===== src/rtl/cnfg_reg_access_if.sv =====
// Register-access bus between decoder, sequencer, register file and readback.
// slave = sequencer side; master = decoder / register file / readback side.
interface cnfg_reg_access_if #(
    parameter int CMD_ADDR_W = 6,
    parameter int REG_ADDR_W = 5,
    parameter int DATA_W     = 16
);
    logic                  Start;
    logic                  OpRead;
    logic                  SerIn;
    logic                  SerValid;
    logic                  Abort;
    logic                  Busy;
    logic [REG_ADDR_W-1:0] Addr;
    logic [DATA_W-1:0]     DataIn;
    logic                  WE;
    logic [DATA_W-1:0]     DataOut;
    logic                  RbValid;
    logic                  RbReady;
    logic [CMD_ADDR_W-1:0] RbAddr;
    logic [DATA_W-1:0]     RbData;
    logic                  AddrErr;

    modport slave (
        input  Start, OpRead, SerIn, SerValid, Abort, DataOut, RbReady,
        output Busy, Addr, DataIn, WE, RbValid, RbAddr, RbData, AddrErr
    );

    modport master (
        output Start, OpRead, SerIn, SerValid, Abort, DataOut, RbReady,
        input  Busy, Addr, DataIn, WE, RbValid, RbAddr, RbData, AddrErr
    );
endinterface


===== src/rtl/cnfg_reg_access.sv =====
// Register-access sequencer: deserialises WrRegister/RdRegister payloads,
// sequences latch-safe writes and hands read words to the readback path.
module cnfg_reg_access #(
    parameter int CMD_ADDR_W = 6,
    parameter int REG_ADDR_W = 5,
    parameter int DATA_W     = 16,
    parameter int WE_CYCLES  = 1
) (
    input  logic             Clk,
    input  logic             ResetB,
    cnfg_reg_access_if.slave bus
);
    localparam int CNT_W = $clog2((DATA_W > CMD_ADDR_W) ? DATA_W : CMD_ADDR_W);

    localparam logic [3:0] IDLE     = 4'd0;
    localparam logic [3:0] S_ADDR   = 4'd1;
    localparam logic [3:0] S_DATA   = 4'd2;
    localparam logic [3:0] WR_SET   = 4'd3;
    localparam logic [3:0] WR_PULSE = 4'd4;
    localparam logic [3:0] WR_HOLD  = 4'd5;
    localparam logic [3:0] RD_SET   = 4'd6;
    localparam logic [3:0] RD_CAP   = 4'd7;
    localparam logic [3:0] RD_OUT   = 4'd8;
    localparam logic [3:0] ADDR_ERR = 4'd9;

    localparam logic [CNT_W-1:0] ADDR_LAST  = CNT_W'(CMD_ADDR_W - 1);
    localparam logic [CNT_W-1:0] DATA_LAST  = CNT_W'(DATA_W - 1);
    localparam logic [1:0]       PULSE_LAST = 2'(WE_CYCLES - 1);

    logic [1:0]            rst_sync;
    logic                  rst_n;

    logic [3:0]            state;
    logic [3:0]            state_nxt;
    logic [CNT_W-1:0]      cnt;
    logic [CNT_W-1:0]      cnt_nxt;
    logic [1:0]            pcnt;
    logic [1:0]            pcnt_nxt;
    logic                  op_rd;
    logic                  op_nxt;
    logic [CMD_ADDR_W-1:0] addr_sr;
    logic [CMD_ADDR_W-1:0] addr_nxt;
    logic [CMD_ADDR_W-1:0] addr_sh;
    logic [DATA_W-1:0]     data_sr;
    logic [DATA_W-1:0]     data_nxt;
    logic [DATA_W-1:0]     data_sh;
    logic                  bad_sh;
    logic                  bad_sr;

    assign addr_sh = {addr_sr[CMD_ADDR_W-2:0], bus.SerIn};
    assign data_sh = {data_sr[DATA_W-2:0], bus.SerIn};
    assign bad_sh  = |addr_sh[CMD_ADDR_W-1:REG_ADDR_W];
    assign bad_sr  = |addr_sr[CMD_ADDR_W-1:REG_ADDR_W];

    // Reset assertion is immediate; release is aligned to the clock.
    always_ff @(posedge Clk or negedge ResetB) begin
        if (!ResetB) rst_sync <= 2'b00;
        else         rst_sync <= {rst_sync[0], 1'b1};
    end

    assign rst_n = rst_sync[1];

    // Next-state, shift and counter logic; Abort overrides everything.
    always_comb begin
        state_nxt = state;
        cnt_nxt   = cnt;
        pcnt_nxt  = pcnt;
        op_nxt    = op_rd;
        addr_nxt  = addr_sr;
        data_nxt  = data_sr;
        case (state)
            IDLE: begin
                if (bus.Start) begin
                    state_nxt = S_ADDR;
                    cnt_nxt   = '0;
                    op_nxt    = bus.OpRead;
                end
            end
            S_ADDR: begin
                if (bus.SerValid) begin
                    addr_nxt = addr_sh;
                    if (cnt == ADDR_LAST) begin
                        cnt_nxt = '0;
                        if (!op_rd)      state_nxt = S_DATA;
                        else if (bad_sh) state_nxt = ADDR_ERR;
                        else             state_nxt = RD_SET;
                    end else begin
                        cnt_nxt = cnt + 1'b1;
                    end
                end
            end
            S_DATA: begin
                if (bus.SerValid) begin
                    data_nxt = data_sh;
                    if (cnt == DATA_LAST) begin
                        cnt_nxt   = '0;
                        state_nxt = bad_sr ? ADDR_ERR : WR_SET;
                    end else begin
                        cnt_nxt = cnt + 1'b1;
                    end
                end
            end
            WR_SET: begin
                state_nxt = WR_PULSE;
                pcnt_nxt  = '0;
            end
            WR_PULSE: begin
                if (pcnt == PULSE_LAST) state_nxt = WR_HOLD;
                else                    pcnt_nxt  = pcnt + 1'b1;
            end
            WR_HOLD:  state_nxt = IDLE;
            RD_SET:   state_nxt = RD_CAP;
            RD_CAP:   state_nxt = RD_OUT;
            RD_OUT: begin
                if (bus.RbReady) state_nxt = IDLE;
            end
            ADDR_ERR: state_nxt = IDLE;
            default:  state_nxt = IDLE;
        endcase
        if (bus.Abort) begin
            state_nxt = IDLE;
            cnt_nxt   = '0;
            pcnt_nxt  = '0;
        end
    end

    // Sequencer state, counters and payload shift registers.
    always_ff @(posedge Clk or negedge rst_n) begin
        if (!rst_n) begin
            state   <= IDLE;
            cnt     <= '0;
            pcnt    <= '0;
            op_rd   <= 1'b0;
            addr_sr <= '0;
            data_sr <= '0;
        end else begin
            state   <= state_nxt;
            cnt     <= cnt_nxt;
            pcnt    <= pcnt_nxt;
            op_rd   <= op_nxt;
            addr_sr <= addr_nxt;
            data_sr <= data_nxt;
        end
    end

    // Registered outputs; Addr/DataIn move only when entering a SET state.
    always_ff @(posedge Clk or negedge rst_n) begin
        if (!rst_n) begin
            bus.Busy    <= 1'b0;
            bus.WE      <= 1'b0;
            bus.Addr    <= '0;
            bus.DataIn  <= '0;
            bus.RbValid <= 1'b0;
            bus.RbAddr  <= '0;
            bus.RbData  <= '0;
            bus.AddrErr <= 1'b0;
        end else begin
            bus.Busy    <= (state_nxt != IDLE);
            bus.WE      <= (state_nxt == WR_PULSE);
            bus.AddrErr <= (state_nxt == ADDR_ERR);
            bus.RbValid <= (state_nxt == RD_OUT);
            if (state_nxt == WR_SET) begin
                bus.Addr   <= addr_sr[REG_ADDR_W-1:0];
                bus.DataIn <= data_sh;
            end
            if (state_nxt == RD_SET) begin
                bus.Addr <= addr_sh[REG_ADDR_W-1:0];
            end
            if (state == RD_CAP && state_nxt == RD_OUT) begin
                bus.RbData <= bus.DataOut;
                bus.RbAddr <= addr_sr;
            end
        end
    end
endmodule


===== src/flat_wrapper.sv =====
// flat-port wrapper written by rule: the top's interface ports become plain ports
module cnfg_reg_access_flat 
#(
    parameter int CMD_ADDR_W = 6,
    parameter int REG_ADDR_W = 5,
    parameter int DATA_W     = 16,
    parameter int WE_CYCLES  = 1
)
  (Clk, ResetB, bus_Start, bus_OpRead, bus_SerIn, bus_SerValid, bus_Abort, bus_DataOut, bus_RbReady, bus_Busy, bus_Addr, bus_DataIn, bus_WE, bus_RbValid, bus_RbAddr, bus_RbData, bus_AddrErr);
  cnfg_reg_access_if #(.CMD_ADDR_W(CMD_ADDR_W), .REG_ADDR_W(REG_ADDR_W), .DATA_W(DATA_W)) bus_i ();
  input  logic Clk;
  input  logic ResetB;
  input wire logic [$bits(bus_i.Start)-1:0] bus_Start;
  input wire logic [$bits(bus_i.OpRead)-1:0] bus_OpRead;
  input wire logic [$bits(bus_i.SerIn)-1:0] bus_SerIn;
  input wire logic [$bits(bus_i.SerValid)-1:0] bus_SerValid;
  input wire logic [$bits(bus_i.Abort)-1:0] bus_Abort;
  input wire logic [$bits(bus_i.DataOut)-1:0] bus_DataOut;
  input wire logic [$bits(bus_i.RbReady)-1:0] bus_RbReady;
  output wire logic [$bits(bus_i.Busy)-1:0] bus_Busy;
  output wire logic [$bits(bus_i.Addr)-1:0] bus_Addr;
  output wire logic [$bits(bus_i.DataIn)-1:0] bus_DataIn;
  output wire logic [$bits(bus_i.WE)-1:0] bus_WE;
  output wire logic [$bits(bus_i.RbValid)-1:0] bus_RbValid;
  output wire logic [$bits(bus_i.RbAddr)-1:0] bus_RbAddr;
  output wire logic [$bits(bus_i.RbData)-1:0] bus_RbData;
  output wire logic [$bits(bus_i.AddrErr)-1:0] bus_AddrErr;
  assign bus_i.Start = bus_Start;
  assign bus_i.OpRead = bus_OpRead;
  assign bus_i.SerIn = bus_SerIn;
  assign bus_i.SerValid = bus_SerValid;
  assign bus_i.Abort = bus_Abort;
  assign bus_i.DataOut = bus_DataOut;
  assign bus_i.RbReady = bus_RbReady;
  assign bus_Busy = bus_i.Busy;
  assign bus_Addr = bus_i.Addr;
  assign bus_DataIn = bus_i.DataIn;
  assign bus_WE = bus_i.WE;
  assign bus_RbValid = bus_i.RbValid;
  assign bus_RbAddr = bus_i.RbAddr;
  assign bus_RbData = bus_i.RbData;
  assign bus_AddrErr = bus_i.AddrErr;
  cnfg_reg_access #(.CMD_ADDR_W(CMD_ADDR_W), .REG_ADDR_W(REG_ADDR_W), .DATA_W(DATA_W), .WE_CYCLES(WE_CYCLES)) u_core (.Clk(Clk), .ResetB(ResetB), .bus(bus_i));
endmodule

===== config.mk =====
export PLATFORM = sky130hd
export DESIGN_NAME = cnfg_reg_access_flat
export DESIGN_NICKNAME = d
export VERILOG_FILES = /design/src/rtl/cnfg_reg_access_if.sv /design/src/rtl/cnfg_reg_access.sv /design/src/flat_wrapper.sv
export SDC_FILE = /design/constraint.sdc
export NUM_CORES = 1
export LEC_CHECK = 0
export BUFFER_PORTS_ARGS = -buffer_cell sky130_fd_sc_hd__buf_2
export CORE_ASPECT_RATIO = 0.8
export CORE_MARGIN = 2
export CORE_UTILIZATION = 55
export DETAILED_ROUTE_END_ITERATION = 7
export PLACE_DENSITY = 0.81
export SYNTH_ARGS = -nofsm -noshare
export SYNTH_HDL_FRONTEND = slang
export SYNTH_SLANG_ARGS = --single-unit

===== constraint.sdc =====
create_clock -name Clk -period 2.8 [get_ports Clk]
set_clock_uncertainty 0.1 [all_clocks]
set_input_delay 0.56 -clock Clk [delete_from_list [all_inputs] [get_ports Clk]]
set_output_delay 0.56 -clock Clk [all_outputs]
set_load 0.005 [all_outputs]

Yosys cells after proc, flatten, opt, wreduce, memory -nomap -nowiden
Cells that the tools add are included.
Widths: inputs -> output; s select.
{"block": "op_classes", "magnitude_cmp": 0, "shift": 0, "n_bitwise": 0, "add_sub_neg": 2, "n_mux": 24, "div": 0, "n_reduce_logical": 12, "multipliers": 0, "eq_ne": 18}
{"op": "$mux 4", "n": 17}
{"op": "$pmux 4 s8", "n": 1}
{"op": "$eq 4x3->1 const B", "n": 6}
{"op": "$eq 4x4->1 const B", "n": 4}
{"op": "$eq 4x2->1 const B", "n": 3}
{"op": "$ne 3x3->1 const B", "n": 4}
{"op": "$pmux 4 s3", "n": 1}
{"op": "$mux 5", "n": 2}
{"op": "$reduce_and 2->1", "n": 4}
{"op": "$reduce_bool 4->1", "n": 2}
{"op": "$add 4x1->4 const B", "n": 1}
{"op": "$eq 4x1->1 const B", "n": 1}
{"op": "$logic_not 4->1", "n": 1}
{"op": "$mux 2", "n": 2}
{"op": "$pmux 2 s2", "n": 1}
{"op": "$reduce_and 4->1", "n": 1}
{"op": "$reduce_bool 3->1", "n": 1}
{"op": "$add 2x1->2 const B", "n": 1}
{"op": "$logic_not 2->1", "n": 1}
{"op": "$reduce_bool 2->1", "n": 1}
{"op": "$logic_and 1x1->1", "n": 1}
{"block": "totals", "mem_bits_rw": 0, "out_inout_bits": 47, "ff_bits": 81, "word_cells": 71, "latch_bits": 0, "mem_count": 0, "rom_bits": 0}

Depth between registers and ports, before layout
{"block": "depth", "word_depth": 9, "ltp_mapped": 10, "mapped_depth_nobuf": 8}

Worst setup path after synthesis
Ideal clock, no wire load.
{"block": "synth_timing", "path_kind": "input port to flip-flop", "start": "in bus_Abort", "end": "reg u_core.bus.Addr[4]", "required_time_ps": 2574, "stages": 9, "path_buffers": 3, "t_arrival_ps": 2160, "setup_slack_ps": 414, "cell_sequence": "clkbuf_1 or2_1 o32ai_2 a21bo_1 buf_6 inv_6 nand3_4 buf_6 a311o_1"}
{"block": "synth_via", "elab_chain_len": 3, "word_cells_on_any_way": 5, "classes_between": "eq/ne: 2; mux: 2; reduce/logical: 1"}
{"item": "start, declared", "line": "flat_wrapper.sv:17", "text": "input wire logic [$bits(bus_i.Abort)-1:0] bus_Abort;"}
{"item": "$mux 4 *", "line": "cnfg_reg_access.sv:120", "text": "if (bus.Abort) begin"}
{"item": "via u_core.state_nxt[1]", "line": "cnfg_reg_access.sv:34", "text": "logic [3:0] state_nxt;"}
{"item": "$eq 4x3->1 / $eq 4x2->1 (equally long branches)", "line": "cnfg_reg_access.sv:166, cnfg_reg_access.sv:162"}
{"item": "$mux 5 / $reduce_bool 2->1 (equally long branches)"}
{"item": "end signal, assigned", "line": "cnfg_reg_access.sv:163", "text": "bus.Addr <= addr_sr[REG_ADDR_W-1:0];"}
{"item": "end signal, assigned", "line": "cnfg_reg_access.sv:167", "text": "bus.Addr <= addr_sh[REG_ADDR_W-1:0];"}
{"item": "end, declared", "line": "cnfg_reg_access_if.sv:26", "text": "output Busy, Addr, DataIn, WE, RbValid, RbAddr, RbData, AddrErr"}
Mark *: on every way through the listed nets, which the timed path passes. The rest lies on a longest branch.
A chain may end at the register's enable or synchronous reset.

Worst setup path after layout
{"block": "layout_timing", "start": "reg u_core.cnt[0]", "end": "reg u_core.bus.Addr[4]"}
{"block": "layout_via", "elab_chain_len": 7, "word_cells_on_any_way": 12, "classes_between": "eq/ne: 4; mux: 7; reduce/logical: 1"}
{"item": "start, declared", "line": "cnfg_reg_access.sv:35", "text": "logic [CNT_W-1:0] cnt;"}
{"item": "start signal, assigned", "line": "cnfg_reg_access.sv:138", "text": "cnt <= cnt_nxt;"}
{"item": "$eq 4x4->1 / $eq 4x3->1 (equally long branches)", "line": "cnfg_reg_access.sv:95, cnfg_reg_access.sv:82"}
{"item": "$mux 4, on equally long branches", "line": "cnfg_reg_access.sv:95, cnfg_reg_access.sv:82"}
{"item": "$mux 4, on equally long branches", "line": "cnfg_reg_access.sv:93, cnfg_reg_access.sv:80"}
{"item": "$pmux 4 s8 *", "line": "cnfg_reg_access.sv:71", "text": "case (state)"}
{"item": "$mux 4 *", "line": "cnfg_reg_access.sv:120"}
{"item": "$eq 4x3->1 / $eq 4x2->1 (equally long branches)", "line": "cnfg_reg_access.sv:166, cnfg_reg_access.sv:162"}
{"item": "$mux 5 / $reduce_bool 2->1 (equally long branches)"}
Every way passes the cells marked *; elsewhere a longest branch is shown, timed or not.

==> impl_results.md <==
- Most frequent cells in the layout: dfrtp_1 (80), buf_2 (70), mux2_2 (42), nand2_1 (10), nor2_1 (10)
- Final Cycle Share: 91.6%
- Final WS setup: 0.234 ns
- CTS max path bufs: 2
- Crit path DAT: approximately 2.7 ns
- Vias in the first global route: 2,351
- Core area: 6340 um2
- Kind of end point of the critical path: flop
- Inst Count DP: 415
- Worst Path Max Fanout: 17
- IO Port Bufs: 70
- Worst slew pin tran: 0.975 ns
- IO Pins: 71
- # diodes: 0
- Fin. Hold Viols: 0
- Number of fill cells: 488
- Hold path start: u_core.rst_sync[0]
- Synthesized area: 3580 um2
- Final TNS setup: 0 ns
- Clock root buffer master: clkbuf_8
- Post-DR vias/cell: 5.45
- Reg2reg start: u_core.cnt[0]
- Dominant synthesized flop cell: dfrtp_1
- First-pass GRT wire length: between 10,000 and 15,000 um
- Commonest non-fill, non-tap cell in the layout: dfrtp_1
- WS Path Type: reg2reg
- Layout net count: 370
- Clk Latency, worst-skew pair: between 0.3 and 0.4 ns
- Final setup fails: 0
- DRC: 0
- Final Critical Period: about 2.6 ns
- Total number of vias: 2,356
- Initial DRT Pass Iterations: 5
- EDFF count, synth: 0
- Final non-filler cell total: 432
- Leakage: 2.17 nW
- Layout Area Growth over Synthesis: 18.4%
- Post-CTS sizing: 0
- Post-Synthesis Mean Instance Area: around 13 um2
- Ys async rst share: 100%
- Library cells used by synthesis: 54
- FMAX: 0.390 GHz
- Pre-CTS WS: between 0.15 and 0.2 ns
- GRT overflow: 0
- R2r worst-path depth: 6
- Mapped Cells: around 270
- DR WL/cell: 15.6 um
- Initial antenna violation count: 0
- CTS tree: built
- Max VDD drop: 0.436 mV
- GRT Total Usage: 20.5%
- Die area: 7170 um2
- Req. time, crit path: ~2.9 ns
- Pin count of the biggest net entering global routing: 80
- Fin. max-slew vios: 0
- Post-Syn Nets: just under 300
- TritonCTS buffer count: 9
- RSZ-0062 raised after global routing: no
- Worst hold path type: reg2reg
- R2R Setup Slk: 0.23 ns
- Hold endpoint: u_core.rst_sync[1]
- Reg2Reg Capture Point: u_core.bus.Addr[4]
- Htree depth: 3
- Die width: 94.2 um
- Relative slew slack: 35.0%
- Seq/Total Area, Yosys: a little under three fifths
- Routability Congestion: 0.842
- Routed Antenna Nets: 0
- Ys Warns: 0
- Die Height: 76.1 um
- Hpwl dp: about 4700 um
- DRT iter0 DRCs: 160
- Clock-pin slew on the worst setup and hold paths: approximately 0.080 ns
- Status: complete, no violations
- PwrDens: around 590 nW/um2
- Site row count: 26
- Crit-path cells: ha_1 -> and4b_1 -> a2111oi_2 -> a211o_2 -> nand3_4 -> a311o_1
- Layout cell share with drive strength beyond 1: 44.8%
- Hold depth: 0
- Final WL: 6740 um
- Initial core utilization: 56.4%
- Number of synthesized register bits: 81
- Max-cap violation count: 0
- CTS sink cnt: just over 80
- Slowest stage cell, crit path: dfrtp_1
- Setup crit start kind: flop
- Slowest cell delay on critical path: 0.43 ns
## cell type report
| class | count | area, um2 | share of cell area [%] |
|---|---|---|---|
| Tap cell | 84 | 105 | 2.48 |
| Sequential cell | 81 | 2030 | 47.9 |
| Multi-Input combinational cell | 165 | 1440 | 33.9 |
| Timing Repair Buffer | 75 | 390 | 9.21 |
| Inverter | 11 | 46.3 | 1.09 |
| Clock inverter | 7 | 103 | 2.42 |
| Clock buffer | 9 | 124 | 2.92 |
## repair_timing
action	in CTS	in global routing
setup buffers	0	0
hold buffers	1	0
hold endpoints to repair	2	0
## cell usage after synthesis (all sizes together) (2+ instances only)
| cell type | n | area share, % |
|---|---|---|
| nor4b | 3 | 1.5 |
| nor2 | 10 | 1.0 |
| inv | 11 | 1.3 |
| buf | 9 | 1.7 |
| or2 | 2 | 0.35 |
| o32ai | 2 | 0.70 |
| a31oi | 4 | 0.70 |
| ha | 3 | 1.0 |
| a21bo | 2 | 0.56 |
| o31ai | 5 | 1.0 |
| nor4 | 6 | 1.0 |
| nand2b | 2 | 0.35 |
| dfrtp | 81 | 57 |
| mux2 | 59 | 20 |
| nand4 | 6 | 1.0 |
| nand3b | 2 | 0.42 |
| nor2b | 2 | 0.35 |
| nand2 | 10 | 1.0 |
| nand3 | 6 | 1.3 |
| nor3 | 4 | 0.56 |
| or4b | 2 | 0.56 |
| o21a | 2 | 0.42 |
| and4 | 2 | 0.49 |
| a21oi | 9 | 1.3 |
| o21ai | 6 | 0.84 |
| clkbuf | 3 | 0.31 |
| or4 | 2 | 0.42 |
## how the worst max path moves through the flow
stage | to | startpoint | slack, ns | depth (start not counted)
3_5_place_dp | u_core.bus.Addr[4] | bus_SerValid | 0.20 | 6
3_3_place_gp | u_core.bus.Addr[4] | bus_Abort | 0.28 | 7
4_1_cts | u_core.bus.Addr[4] | u_core.cnt[0] | 0.21 | 6
6_report | u_core.bus.Addr[4] | u_core.cnt[0] | 0.23 | 6
5_1_grt | u_core.bus.Addr[4] | u_core.cnt[1] | 0.05 | 7
2_1_floorplan | u_core.addr_sr[0] | u_core.rst_sync[1] | 0.28 | 0
## kinds of logic after synthesis
family	synth area share (%)
flops	56.7
fa+ha+maj	1.05
mux	19.8
other cells	0.105
simple gates	11.3
buf+inv	3.29
compound gates	7.76
## flip-flops by register name, summed over array words and instances (netlist names)
name / cells
u_core.bus.RbValid: 1
u_core.bus.RbAddr: 6
u_core.bus.AddrErr: 1
u_core.bus.DataIn: 16
u_core.addr_sr: 6
u_core.op_rd: 1
u_core.bus.RbData: 16
u_core.pcnt: 2
u_core.bus.WE: 1
u_core.data_sr: 15
u_core.bus.Busy: 1
u_core.bus.Addr: 5
u_core.rst_sync: 2
u_core.state: 4
u_core.cnt: 4
## per-stage QoR
| step | hold slack [ns] | util [%] | area (um2) | total power, mW |
|---|---|---|---|---|
| 2_1_floorplan | 0.164 | - | 3580 | 1.47 |
| 3_3_place_gp | 0.242 | 63.1 | 4000 | 1.56 |
| 3_5_place_dp | 0.236 | 63.1 | 4000 | 1.57 |
| 4_1_cts | 0.266 | 66.8 | 4240 | 2.52 |
| 5_1_grt | 0.281 | 66.8 | 4240 | 2.61 |
| 6_report | 0.263 | 66.8 | 4240 | 2.50 |
## where the power goes
part,internal (mW),switching [mW]
Clock,0.511,0.437
Sequential,1.23,0.0928
Combinational,0.111,0.111
## metal layers
| layer | up-vias | wire, um | track usage, % |
|---|---|---|---|
| li1 | 1133 | - | - |
| met1 | 1135 | 3120 | 28.3 |
| met2 | 75 | 3120 | 31.6 |
| met3 | 13 | 380 | 5.34 |
| met4 | 0 | 118 | 7.25 |
| met5 | - | 0 | 0 |
## worst max-delay path: cells and delay by family (launching register included)
| family | cells | cell delay (ns) |
|---|---|---|
| AO/OA/AOI/OAI | 3 | 1.12 |
| AND/OR/NAND/NOR | 2 | 0.55 |
| flip-flops | 1 | 0.43 |
| adder cells (fa/ha/maj) | 1 | 0.25 |
No activity file was read; power rests on OpenSTA's default activity.
